===== src/rtl/mmu_req_arbiter.sv =====
// -----------------------------------------------------------------------------
// mmu_req_arbiter
//
// Shares one address-translation path between the instruction-fetch (IF) and
// data-access (MEM) requesters. One request is accepted at a time. Its vaddr is
// latched and driven to the DMW/direct translator. If the translator needs the
// page table, one TLB lookup is issued and its result is resolved into a
// physical address plus an exception code. Both requesters share a single
// response bus, and a per-owner strobe qualifies it.
//
// Ports
//   clk, resetn                        clock, async active-low reset
//   inst_req_valid/ready, inst_vaddr   IF request handshake + address
//   inst_resp_valid                    one-cycle IF result strobe
//   data_req_valid/ready, data_vaddr   MEM request handshake + address
//   data_we                            MEM request is a store
//   data_resp_valid                    one-cycle MEM result strobe
//   resp_paddr, resp_exc               result; holds until the next response
//   crmd_plv                           privilege level, sampled at accept
//   inst_flush                         cancel in-flight / pending IF response
//   tr_vaddr, tr_paddr, tr_using_pt    translator interface
//   tlb_req_valid, tlb_vpn             TLB lookup strobe + VPN
//   tlb_resp_valid, tlb_found, tlb_v,
//   tlb_d, tlb_plv, tlb_ppn            TLB result
//
// Exception codes: 0 none, 1 TLBR, 2 PI, 3 PPI, 4 PME, 5 TMO (TLB timeout).
// -----------------------------------------------------------------------------
module mmu_req_arbiter #(
  parameter int TLB_TIMEOUT = 15
) (
  input  logic        clk,
  input  logic        resetn,
  input  logic        inst_req_valid,
  output logic        inst_req_ready,
  input  logic [31:0] inst_vaddr,
  output logic        inst_resp_valid,
  input  logic        data_req_valid,
  output logic        data_req_ready,
  input  logic [31:0] data_vaddr,
  input  logic        data_we,
  output logic        data_resp_valid,
  output logic [31:0] resp_paddr,
  output logic [2:0]  resp_exc,
  input  logic [1:0]  crmd_plv,
  input  logic        inst_flush,
  output logic [31:0] tr_vaddr,
  input  logic [31:0] tr_paddr,
  input  logic        tr_using_pt,
  output logic        tlb_req_valid,
  output logic [18:0] tlb_vpn,
  input  logic        tlb_resp_valid,
  input  logic        tlb_found,
  input  logic        tlb_v,
  input  logic        tlb_d,
  input  logic [1:0]  tlb_plv,
  input  logic [19:0] tlb_ppn
);

  localparam int TW = $clog2(TLB_TIMEOUT + 1);
  localparam logic [TW-1:0] TIMER_LIMIT = TW'(TLB_TIMEOUT);

  localparam logic [2:0] EXC_NONE = 3'd0;
  localparam logic [2:0] EXC_TLBR = 3'd1;
  localparam logic [2:0] EXC_PI   = 3'd2;
  localparam logic [2:0] EXC_PPI  = 3'd3;
  localparam logic [2:0] EXC_PME  = 3'd4;
  localparam logic [2:0] EXC_TMO  = 3'd5;

  typedef enum logic [1:0] {S_IDLE, S_CHECK, S_WAIT, S_RESP} state_t;
  typedef enum logic {OWN_INST = 1'b0, OWN_DATA = 1'b1} owner_t;

  state_t          state, state_nxt;
  owner_t          owner_q, rr_q;
  logic [31:0]     vaddr_q;
  logic            we_q;
  logic [1:0]      plv_q;
  logic            cancel_q;
  logic [TW-1:0]   timer_q;

  logic            idle;
  logic            inst_cand;
  logic            grant_inst, grant_data;
  logic [2:0]      tlb_exc;
  logic [31:0]     tlb_paddr;

  // ---------------------------------------------------------------------------
  // Arbitration. A flush blocks the IF request for that cycle. The round-robin
  // pointer only matters when both requesters are candidates. Gating with
  // resetn holds both readies low while reset is asserted.
  // ---------------------------------------------------------------------------
  assign idle       = (state == S_IDLE) && resetn;
  assign inst_cand  = inst_req_valid && !inst_flush;
  assign grant_inst = idle && inst_cand && (!data_req_valid || rr_q == OWN_INST);
  assign grant_data = idle && data_req_valid && (!inst_cand || rr_q == OWN_DATA);

  // ---------------------------------------------------------------------------
  // TLB result resolution. The first failing check in priority order wins.
  // Faulting lookups return paddr 0.
  // ---------------------------------------------------------------------------
  always_comb begin
    // NOTE: every variable gets a default before any branch, so no path leaves
    // it unassigned and no latch is inferred.
    tlb_exc   = EXC_NONE;
    tlb_paddr = {tlb_ppn, vaddr_q[11:0]};
    if (!tlb_found)                tlb_exc = EXC_TLBR;
    else if (!tlb_v)               tlb_exc = EXC_PI;
    else if (plv_q > tlb_plv)      tlb_exc = EXC_PPI;
    else if (we_q && !tlb_d)       tlb_exc = EXC_PME;
    if (tlb_exc != EXC_NONE) tlb_paddr = '0;
  end

  // ---------------------------------------------------------------------------
  // FSM: state register
  // ---------------------------------------------------------------------------
  always_ff @(posedge clk or negedge resetn) begin
    if (!resetn) state <= S_IDLE;
    // NOTE: sequential state uses non-blocking assignments so every flop
    // samples pre-edge values, independent of statement order.
    else         state <= state_nxt;
  end

  // ---------------------------------------------------------------------------
  // FSM: next-state logic
  // ---------------------------------------------------------------------------
  always_comb begin
    state_nxt = state;
    case (state)
      S_IDLE:  if (grant_inst || grant_data) state_nxt = S_CHECK;
      S_CHECK: state_nxt = tr_using_pt ? S_WAIT : S_RESP;
      S_WAIT:  if (tlb_resp_valid || timer_q == TIMER_LIMIT) state_nxt = S_RESP;
      S_RESP:  state_nxt = S_IDLE;
      default: state_nxt = S_IDLE;
    endcase
  end

  // ---------------------------------------------------------------------------
  // FSM: outputs
  // ---------------------------------------------------------------------------
  always_comb begin
    inst_req_ready  = idle && !inst_flush && !grant_data;
    data_req_ready  = idle && !grant_inst;
    tlb_req_valid   = (state == S_CHECK) && tr_using_pt;
    // A flush in the RESP cycle itself also suppresses the IF strobe.
    inst_resp_valid = (state == S_RESP) && (owner_q == OWN_INST) && !cancel_q && !inst_flush;
    data_resp_valid = (state == S_RESP) && (owner_q == OWN_DATA);
  end

  assign tr_vaddr = vaddr_q;
  assign tlb_vpn  = vaddr_q[31:13];

  // ---------------------------------------------------------------------------
  // Datapath: request latch, timer, response registers, cancel flag
  // ---------------------------------------------------------------------------
  always_ff @(posedge clk or negedge resetn) begin
    if (!resetn) begin
      vaddr_q    <= '0;
      we_q       <= 1'b0;
      plv_q      <= '0;
      owner_q    <= OWN_INST;
      rr_q       <= OWN_INST;
      cancel_q   <= 1'b0;
      timer_q    <= '0;
      resp_paddr <= '0;
      resp_exc   <= EXC_NONE;
    end else begin
      case (state)
        S_IDLE: begin
          cancel_q <= 1'b0;
          if (grant_inst) begin
            vaddr_q <= inst_vaddr;
            we_q    <= 1'b0;
            plv_q   <= crmd_plv;
            owner_q <= OWN_INST;
            rr_q    <= OWN_DATA;
          end else if (grant_data) begin
            vaddr_q <= data_vaddr;
            we_q    <= data_we;
            plv_q   <= crmd_plv;
            owner_q <= OWN_DATA;
            rr_q    <= OWN_INST;
          end
        end
        S_CHECK: begin
          if (!tr_using_pt) begin
            resp_paddr <= tr_paddr;
            resp_exc   <= EXC_NONE;
          end else begin
            timer_q <= '0;
          end
        end
        S_WAIT: begin
          timer_q <= timer_q + 1'b1;
          if (tlb_resp_valid) begin
            resp_paddr <= tlb_paddr;
            resp_exc   <= tlb_exc;
          end else if (timer_q == TIMER_LIMIT) begin
            resp_paddr <= '0;
            resp_exc   <= EXC_TMO;
          end
        end
        default: ;
      endcase

      // The transaction still runs to RESP so the TLB handshake stays clean.
      // Only the IF strobe is dropped.
      if (inst_flush && owner_q == OWN_INST && state != S_IDLE) cancel_q <= 1'b1;
    end
  end

endmodule


===== config.mk =====
export PLATFORM = sky130hd
export DESIGN_NAME = mmu_req_arbiter
export DESIGN_NICKNAME = d
export VERILOG_FILES = /design/src/rtl/mmu_req_arbiter.sv
export SDC_FILE = /design/constraint.sdc
export NUM_CORES = 1
export LEC_CHECK = 0
export BUFFER_PORTS_ARGS = -buffer_cell sky130_fd_sc_hd__clkbuf_2
export CORE_ASPECT_RATIO = 1.25
export CORE_MARGIN = 4
export CORE_UTILIZATION = 45
export CTS_CLUSTER_DIAMETER = 30
export DETAILED_ROUTE_END_ITERATION = 16
export HOLD_SLACK_MARGIN = 0.05
export PLACE_DENSITY = 0.77
export SYNTH_ARGS = -nofsm -noshare
export SYNTH_HDL_FRONTEND = slang
export SYNTH_SLANG_ARGS = --single-unit

===== constraint.sdc =====
create_clock -name clk -period 1.9 [get_ports clk]
set_input_delay 0.19 -clock clk [delete_from_list [all_inputs] [get_ports clk]]
set_output_delay 0.19 -clock clk [all_outputs]
set_load 0.02 [all_outputs]

# Word level (Yosys, flattened, before mapping)
# Cells that the tools add are included.
op_classes:
  n_eq_ne: 9
  n_div: 0
  reduce_logical: 38
  add_sub_neg: 1
  multipliers: 0
  shifts: 0
  bitwise_logic: 2
  n_mux: 31
  order_cmp: 1
op_table:
  columns: ["operator", "count"]
  rows:
  - ["$mux 32", 6]
  - ["$pmux 32 s2", 1]
  - ["$mux 3", 7]
  - ["$logic_and 1x1->1", 17]
  - ["$mux 1", 9]
  - ["$mux 2", 4]
  - ["$pmux 2 s4", 1]
  - ["$pmux 4 s2", 1]
  - ["$reduce_bool 2->1", 4]
  - ["$logic_not 1->1", 7]
  - ["$ne 2x2->1 const B", 3]
  - ["$pmux 3 s2", 1]
  - ["$reduce_and 2->1", 3]
  - ["$add 4x1->4 const B", 1]
  - ["$eq 2x2->1 const B", 2]
  - ["$eq 4x4->1 const B", 1]
  - ["$logic_or 1x1->1", 4]
  - ["$mux 4", 1]
  - ["$ne 3x3->1 const B", 1]
  - ["$reduce_and 3->1", 1]
  - ["$reduce_bool 3->1", 1]
  - ["$eq 2x1->1 const B", 1]
  - ["$gt 2x2->1", 1]
  - ["$logic_not 2->1", 1]
  - ["other kinds (2)", 3]
totals:
  word_cells: 92
  mem_bits_rw: 0
  romBits: 0
  ff_bits: 79
  inputBits: 131
  output_inout_bits: 91
  latchBits: 0
  mem_count: 0

# Depth between registers and ports, before layout
# Gate-level depths: netlist of the first run.
depth:
  word_depth: 10
  depth_mapped: 8
  depth_no_buf: 6

# Worst setup path after synthesis of the first run
# No wires, ideal clock.
synth_timing:
  kind: "register to output"
  startpoint: "register state[0]"
  endpoint: "output data_req_ready"
  arrival_ns: 1.515
  slack_ns: 0.195
  path_stages_with_launch: 7
  n_path_buf: 1
  required_time_ns: 1.710
  cell_sequence: "dfrtp_1 > inv_1 > ha_1 > nand2_1 > a211oi_4 > buf_2 > nor2_1"
synth_via:
  elab_chain_len: 6
synth_rtl:
  columns: ["item", "line", "rtl"]
  rows:
  - ["start: declaration", "72", "state_t state, state_nxt;"]
  - ["start signal: assignment", "119", "else state <= state_nxt;"]
  - ["$logic_not 2->1 *", "91", "assign idle = (state == S_IDLE) && resetn;"]
  - ["$logic_and 1x1->1 *", "91", null]
  - ["$logic_and 1x1->1 (2 in series)", "93", "assign grant_inst = idle && inst_cand && (!data_req_valid || rr_q == OWN_INST);"]
  - ["$logic_not 1->1", "141", "data_req_ready = idle && !grant_inst;"]
  - ["$logic_and 1x1->1 *", "141", null]
  - ["end: declaration", "38", "output logic data_req_ready,"]
# Mark *: on every way between the ends. The rest lies on a longest branch, timed or not.

# Worst setup path after layout of the first run
layout_timing:
  startpoint: "register state[1]"
  endpoint: "register resp_paddr[13]"
layout_via:
  elab_chain_len: 3
  word_cells_on_any_way: 7
  cone_classes: "eq/ne: 4; mux: 1; reduce/logical: 2"
layout_rtl:
  columns: ["item", "line", "rtl"]
  rows:
  - ["$eq 2x2->1 / $eq 2x1->1 (equally long branches)", "166", "case (state)"]
  - ["$ne 3x3->1 (no source line) (tied with other cells)", null, null]
  - ["$reduce_and 3->1 (no source line)", null, null]
  - ["end signal: assignment", "185", "resp_paddr <= tr_paddr;"]
  - ["end signal: assignment", "194", "resp_paddr <= tlb_paddr;"]
  - ["end: declaration", "42", "output logic [31:0] resp_paddr,"]
# Parallel ways exist; a longest one is shown, timed or not.
# A chain may end at the register's enable or synchronous reset.

==> metrics.cfg, run 1 <==
[global_route]
gr-usage-all-layers = 0.244
grt_antenna_before_repair = 0
grt_use_met3 = 0.0468
grtUsageMet2 = 0.411
grt_max_degree = 66
grt_pass1_vias = 4244
grt.overflow.total = 0
grt_pass1_wl_um = 20400
use_met1 = 0.306
grt-busiest-layer = met2

[critical_path]
crit_fanout = 16
startpoint_type = register
path_class = reg -> reg
reg2reg_to = resp_paddr[13]
crit_arrival_ns = 2.08
reg2reg_depth = 8
crit_path_end_kind = register
r2r_slack_ns = 0.07
r2r-start = state[1]
required_ns = 2.16

[yosys]
ys_seq_area_frac = 0.489
yosys_register_bits = 79
synth_most_common_cell = dfrtp_1
yosys.area.top_type = dfrtp_1
ys_top_cells_by_area = dfrtp_1 (49%), nand2_1 (6.5%), a22oi_1 (5.9%), nand2b_1 (5.3%), nand4_1 (5.1%)
synth_common_cells = dfrtp_1 (79), nand2_1 (70), nor2_1 (38)
yosys.area_share.simple = 0.232
async_flop_share = 1.00
syn_inst = 437
synthXorXnorAreaFrac = 0
ys_warn_count = 0
syn-num-nets = 576
syn_area_per_cell_sq_um = 9.25
synth_mux_area_frac = 0.00557
synth_flop_cell = dfrtp_1
synth_area_sq_mm = 0.00404
synth_compound_area_frac = 0.163
synth_edf_count = 0
synth_top_family_by_area = simple AND/OR/NAND/NOR gates
yosys.area.top_type_share = 0.489
synth_cell_types = 38
synthAdderAreaFrac = 0.0248

[cts]
ctsLongestPathBuffers = 2
cts_buffers = 9
clk_pin_slew_ns = 0.08
cts-root-buf = clkbuf_8
clkLatencyLatePin_ns = 0.34
cts_tree = done
clock-sinks = 79
h-tree-depth = 3

[floorplanning]
die_w_um = 92.8
io_pins = 222
fp.dieArea_sq_mm = 0.0106
initial_core_util = 0.464
coreArea_sq_mm = 0.00870
die-height_um = 114
num_rows = 38

[power]
power_density_mw_per_mm2 = 1720
ir_drop_mv = 0.926
p_leak_nw = 2.90
fin_total_pwr_w = 0.00964

[detailed_routing]
drc = 0
drtPass1Iterations = 7
drt_iter0_markers = 181
routed_wl_um = 13100
antenna_left = 0
num_vias = 4129
wire_per_inst_um = 16.8
vias_per_cell = 5.32

[placed_design]
io_buffers = 221
place_area_sq_mm = 0.00515
gp_congestion = 0.801
hpwlAfterDp_um = 9420

[cells_and_area]
antenna_cells = 0
nNetsFinal = 790
regArea_sq_mm = 0.00198
syn_to_final_growth_pct = 39.0
design_area_sq_mm = 0.00562
nFillCells = 716
multiInputGateArea_sq_mm = 0.00175
drive_gt1_frac = 0.407

[timing]
fmax_ghz = 0.548
report.final.slew_viol_count = 0
clock_skew_ns = 0.00556
min_period_over_period = 0.961
slew-limit-headroom = 0.651
hold_violations = 0
setup_viol = 0
tightest_slew_ns = 0.523
finalWorstPathRequiredPeriod_ns = 1.83

[min_path]
hold_depth = 3
hold_path.startpoint = inst_vaddr[29]
hold_class = in -> reg
holdPathEnd = tr_vaddr[29]

[run]
cap_violations = 0

[status]
run_status = complete, no violations

-- registers in the layout, summed over array words and instances, names as in the netlist --
register	count
resp_paddr	32
tr_vaddr	32
timer_q	4
resp_exc	3
plv_q	2
state	2
cancel_q	1
owner_q	1
rr_q	1
we_q	1
-- repair_timing --
item | in CTS | in global routing
hold endpoints to repair | 24 | 0
gates cloned | 0 | 2
hold buffers | 17 | 0
pin swaps | 1 | 1
setup buffers | 1 | 3
endpoints found under the setup margin | 2 | 35
gates resized for setup | 4 | 7
-- stage by stage --
| step | hold WS [ns] | TNS [ns] | util | worst slack [ns] | cells |
|---|---|---|---|---|---|
| final | 0.0706 | 0 | 0.646 | 0.0745 | 776 |
| after global routing | 0.0686 | -0.0336 | 0.646 | -0.00757 | 776 |
| after CTS | 0.0505 | 0 | 0.638 | 0.0362 | 771 |
| after detailed placement | 0.0566 | 0 | 0.592 | 0.0837 | 737 |
| after global placement | 0.0544 | 0 | 0.592 | 0.160 | 737 |
| after floorplan | -0.106 | 0 | - | 0.195 | 437 |
-- final cells by class --
class | count | share of cell area
Multi-Input combinational cell | 295 | 0.312
Tap cell | 120 | 0.0267
Clock buffer | 13 | 0.0301
Inverter | 12 | 0.00802
Clock inverter | 3 | 0.00713
Timing Repair Buffer | 254 | 0.264
Sequential cell | 79 | 0.352
-- where the power goes --
group | switching (W) | total, W | internal [W]
Combinational | 0.00328 | 0.00523 | 0.00195
Sequential | 0.000606 | 0.00311 | 0.00251
Clock | 0.000585 | 0.00130 | 0.000712
-- per-layer routing --
layer / vias to the layer above / part of all wire / wire length, um
met2: 238 / 0.48 / 6340
met5: - / 0 / 0
met4: 0 / 0.025 / 328
met1: 1928 / 0.40 / 5220
li1: 1943 / - / -
met3: 20 / 0.091 / 1190
-- critical path: stages (launching register included) --
cell	delay [ns]
dfrtp_1	0.42
inv_2	0.09
ha_2	0.21
and2_1	0.18
a211oi_4	0.25
buf_4	0.18
buf_6	0.19
nor2_1	0.05
a31oi_1	0.16
-- cells by family (layout without fill, tap and decap cells) --
kind of cell	Yosys count	count (layout)
AOI/OAI and AO/OA	93	93
adders and majority gates	8	8
buffers and inverters	63	282
DFF	79	79
muxes	2	2
and+or+nand+nor	192	192
-- placed cells by master, fill, tap and decap left out, types with 3 or more instances in the layout --
cell type      count
a22oi_1           32
nand2b_1          34
nor2_1            37
dlygate4sd3_1     17
o21ai_0            6
ha_1               5
inv_1             10
nand4_1           33
nor2b_1            3
o22ai_1            3
buf_4             10
dfrtp_1           79
a21oi_1            4
a31oi_1           32
buf_12             5
nand2_1           69
clkbuf_8          12
clkbuf_2         219
nand3_1            4
-- worst max-delay path by stage --
| stage | from | endpoint | slack [ns] |
|---|---|---|---|
| after global placement | state[1] | resp_paddr[22] | 0.16 |
| after detailed placement | state[0] | resp_paddr[20] | 0.08 |
| after CTS | state[1] | resp_paddr[20] | 0.04 |
| final | state[1] | resp_paddr[13] | 0.07 |
| after floorplan | state[0] | data_req_ready | 0.20 |
| after global routing | state[0] | resp_paddr[22] | -0.008 |
(Power assumes the default switching activity.)
==> run 2, diff against run 1 <==
BUFFER_PORTS_ARGS = -buffer_cell sky130_fd_sc_hd__buf_2   (was -buffer_cell sky130_fd_sc_hd__clkbuf_2)
CORE_MARGIN = 8   (was 4)
==> run 2 against run 1 <==
Sequential power down 1%; flip-flop and latch count unchanged; hold slack worse by 0.0025 ns; maximum frequency is 0.12% lower; cell count is 0.13% higher; utilization decreased by 0.56 points; first-iteration DRC count shrank 10%; final area shrank 0.87%; die area increased by 16%; highest routed layer unchanged.
==> metrics.cfg, run 2 (same netlist as run 1, synthesis figures left out) <==
[min_path]
hold_class = in -> reg
holdPathEnd = tr_vaddr[4]
hold_depth = 3
hold_path.startpoint = data_vaddr[4]

[global_route]
grt_max_degree = 72
grt_pass1_wl_um = 21500
gr-usage-all-layers = 0.222
grt_antenna_before_repair = 0
grt.overflow.total = 0
grt_pass1_vias = 4293

[timing]
report.final.slew_viol_count = 0
hold_violations = 0
tns_ns = 0
rsz0062_at_grt = yes
min_period_over_period = 0.962
clock_skew_ns = 0.00692
fmax_ghz = 0.547
setup_viol = 0
slew-limit-headroom = 0.658
tightest_slew_ns = 0.513
finalWorstPathRequiredPeriod_ns = 1.83
holdWs_ns = 0.0681

[power]
power_density_mw_per_mm2 = 1690
p_leak_nw = 2.85
ir_drop_mv = 0.975

[cells_and_area]
nFillCells = 725
antenna_cells = 0
drive_gt1_frac = 0.400
regArea_sq_mm = 0.00198
syn_to_final_growth_pct = 37.8
nNetsFinal = 792
layout_commonest_cell = buf_2
mostFrequentLayoutCells = buf_2 (220), dfrtp_1 (79), nand2_1 (69)
multiInputGateArea_sq_mm = 0.00174
design_area_sq_mm = 0.00557

[critical_path]
crit_fanout = 5
reg2reg_to = resp_exc[2]
r2r-start = state[0]
crit_arrival_ns = 1.64
required_ns = 1.71
r2r_slack_ns = 0.09
crit_path_end_kind = output pin
startpoint_type = register
path_class = reg -> out
critPathLaunch = state[1]
reg2reg_depth = 8

[run]
cap_violations = 0

[cts]
clock-sinks = 79
h-tree-depth = 3
cts-root-buf = clkbuf_8
ctsLongestPathBuffers = 2
clkLatencyLatePin_ns = 0.34
clk_pin_slew_ns = 0.07
cts_tree = done
cts_buffers = 9

[status]
run_status = complete, no violations

[placed_design]
io_buffers = 221
hpwlAfterDp_um = 10400
gp_congestion = 0.851
place_area_sq_mm = 0.00514

[detailed_routing]
wire_per_inst_um = 18.2
num_vias = 4175
drc = 0
antenna_left = 0
vias_per_cell = 5.37
drt_iter0_markers = 162
drtPass1Iterations = 5
routed_wl_um = 14100

[floorplanning]
coreArea_sq_mm = 0.00870
initial_core_util = 0.464
io_pins = 222
die_w_um = 101
die-height_um = 122
num_rows = 38
fp.dieArea_sq_mm = 0.0123

## run 2: worst max-delay path: stages (launching register included)
cell	delay (ns)
dfrtp_1	0.42
inv_1	0.13
ha_2	0.24
nand2_2	0.10
a211oi_4	0.19
nor2_1	0.06
buf_2	0.16
## run 2: layout make-up
cell class | instances | area share
clock buffers | 11 | 0.0254
clock inverters | 4 | 0.00404
inverters | 12 | 0.00809
multi-input cells | 295 | 0.313
flip-flops and latches | 79 | 0.355
well taps | 120 | 0.0270
repair buffers | 256 | 0.268
## run 2: what timing repair did
item / in CTS / in global routing
hold buffers: 20 / 0
gates resized for setup: 2 / 5
cloned: 0 / 2
setup buffers: 1 / 2
endpoints found under the hold margin: 25 / 0
endpoints found under the setup margin: 1 / 22
pin swaps: 1 / 1
## run 2: metal layers
layer | vias up | GRT usage | part of all wire
met2 | 216 | 0.368 | 0.47
li1 | 1955 | - | -
met4 | 0 | 0.0891 | 0.023
met5 | - | 0 | 0
met1 | 1983 | 0.246 | 0.39
met3 | 21 | 0.0925 | 0.11
## run 2: how the worst max path moves through the flow
stage | to | cells after the start | slack, ns
floorplan | data_req_ready | 6 | 0.20
global placement | timer_q[1] | 5 | 0.14
detailed placement | timer_q[1] | 5 | 0.04
CTS | data_req_ready | 6 | 0.02
global route | data_req_ready | 6 | -0.03
finish | data_req_ready | 6 | 0.07
## run 2: per-stage QoR
stage,utilization,worst slack (ns),power (W),instances
6_report,0.640,0.0724,0.00940,777
2_1_floorplan,-,0.195,0.00652,437
5_1_grt,0.640,-0.0281,0.0101,777
3_5_place_dp,0.591,0.0434,0.00809,737
3_3_place_gp,0.591,0.139,0.00790,737
4_1_cts,0.634,0.0183,0.00923,773
## run 2: where the power goes
| group | switching [W] | internal (W) |
|---|---|---|
| combinational | 0.00332 | 0.00192 |
| sequential | 0.000568 | 0.00251 |
| clock | 0.000592 | 0.000497 |
==> run 3, diff against run 2 <==
SETUP_SLACK_MARGIN = 0.1   (was not set)
SLEW_MARGIN = 20   (was not set)
==> run 3 against run 2 <==
Final area is 1.1% higher; sequential share of layout area is 0.38 points lower; critical path type is now reg -> reg; non-clock buffer count grew 2; die area unchanged; combinational power grew 3%.
==> metrics.cfg, run 3 (same netlist as run 1, synthesis figures left out) <==
[status]
run_status = complete, no violations

[detailed_routing]
drc = 0
antenna_left = 0
vias_per_cell = 5.34
routed_wl_um = 14200
drt_iter0_markers = 132
wire_per_inst_um = 18.2
num_vias = 4163
drtPass1Iterations = 5

[min_path]
hold_class = in -> reg

[critical_path]
crit_arrival_ns = 2.00
critPathBufInv = 3
crit_path_end_kind = register
cpLargestDelayFamily = compound AO/OA/AOI/OAI gates
path_class = reg -> reg
required_ns = 2.14
crit_fanout = 17
startpoint_type = register
critPathMaxStageDelay_ns = 0.42
cp_slowest_cell = dfrtp_1
crit_chain = inv_2 -> ha_4 -> nor2b_2 -> a211oi_4 -> buf_4 -> clkbuf_16 -> o22ai_1 -> a21o_1

[floorplanning]
die-height_um = 122
die_w_um = 101
io_pins = 222
fp.dieArea_sq_mm = 0.0123
coreArea_sq_mm = 0.00870
initial_core_util = 0.464
num_rows = 38

[run]
cap_violations = 0

[timing]
slew-limit-headroom = 0.661
min_period_over_period = 0.926
holdWs_ns = 0.0632
fmax_ghz = 0.568
hold_violations = 0
report.final.slew_viol_count = 0
fin_ws_ns = 0.140
finalWorstPathRequiredPeriod_ns = 1.76
tns_ns = 0
clock_skew_ns = 0.00866
rsz0062_at_grt = yes
tightest_slew_ns = 0.509
setup_viol = 0

[power]
seqPwrFrac = 0.322
clock_power_share = 0.114
p_leak_nw = 2.87
power_frac_comb = 0.564
ir_drop_mv = 0.977
p_int_w = 0.00504
p_switching_w = 0.00453
sw_frac_of_total = 0.474
fin_total_pwr_w = 0.00957
power_density_mw_per_mm2 = 1700

[placed_design]
gp_congestion = 0.851
pre_cts_ws_ns = 0.0434
place_inst = 737
hpwlAfterDp_um = 10400
io_buffers = 221

[cts]
cts-root-buf = clkbuf_8
clock-sinks = 79
cts_buffers = 9
clkLatencyLatePin_ns = 0.35
cts_tree = done
ctsLongestPathBuffers = 2
clk_pin_slew_ns = 0.08
h-tree-depth = 3

[global_route]
grt.overflow.total = 0
grt_max_degree = 72
grt_pass1_wl_um = 21500
grt_pass1_vias = 4308
gr-usage-all-layers = 0.222
grt_antenna_before_repair = 0

[cells_and_area]
mostFrequentLayoutCells = buf_2 (220), dfrtp_1 (78), nand2_1 (69)
nNetsFinal = 794
syn_to_final_growth_pct = 39.4
nFillCells = 716
finalNonFillerCells = 779
multiInputGateArea_sq_mm = 0.00178
regArea_sq_mm = 0.00198
antenna_cells = 0
layout_commonest_cell = buf_2
drive_gt1_frac = 0.408

-- run 3: power by group through the flow --
stage | logic, W | registers, W | clock network (W)
after global placement | 0.00484 | 0.00306 | 0
final | 0.00539 | 0.00309 | 0.00109
after CTS | 0.00506 | 0.00308 | 0.00112
after detailed placement | 0.00499 | 0.00310 | 0
after global routing | 0.00590 | 0.00319 | 0.00118
after floorplan | 0.00268 | 0.00384 | 0
-- run 3: area by class of cell --
type                    instances  area share
clock inverters                 4     0.00400
well taps                     120      0.0267
flip-flops and latches         79       0.351
clock buffers                  11      0.0251
inverters                      12     0.00800
repair buffers                258       0.270
multi-input cells             295       0.315
-- run 3: metrics by stage --
step | util | area, sq um
after detailed placement | 0.591 | 5140
final | 0.647 | 5630
after CTS | 0.635 | 5530
after global routing | 0.647 | 5630
after floorplan | - | 4040
after global placement | 0.591 | 5140
-- run 3: path summary, 6_finish.rpt --
path                            depth (start not counted)     startpoint  slack (ns)            to
worst min-delay path                                    3  data_vaddr[4]        0.06   tr_vaddr[4]
max in group asynchronous                               3         resetn        0.88  tr_vaddr[28]
min in group asynchronous                               2         resetn        0.25      state[0]
worst min register to register                          2   tr_vaddr[12]        0.49  tr_vaddr[12]
worst max-delay path                                    8       state[0]        0.14   resp_exc[2]
worst max register to register                          8       state[0]        0.14   resp_exc[2]
-- run 3: tightest hold or removal path, stage by stage --
cell	delay, ns
buf_2	0.08
a22oi_1	0.06
nand2_1	0.05
-- run 3: timing repair --
action | in CTS | in global routing
gates cloned | 0 | 2
hold buffers | 20 | 0
endpoints found under the hold margin | 25 | 0
pin swaps | 2 | 2
setup buffers | 2 | 3
resized for setup | 4 | 13
setup endpoints to repair | 19 | 37
-- run 3: per-layer routing --
layer,vias to the layer above,routed length [um],global-route usage
met5,-,0,0
met4,0,350,0.0929
met3,25,1540,0.0930
met2,223,6670,0.368
met1,1955,5600,0.245
li1,1960,-,-
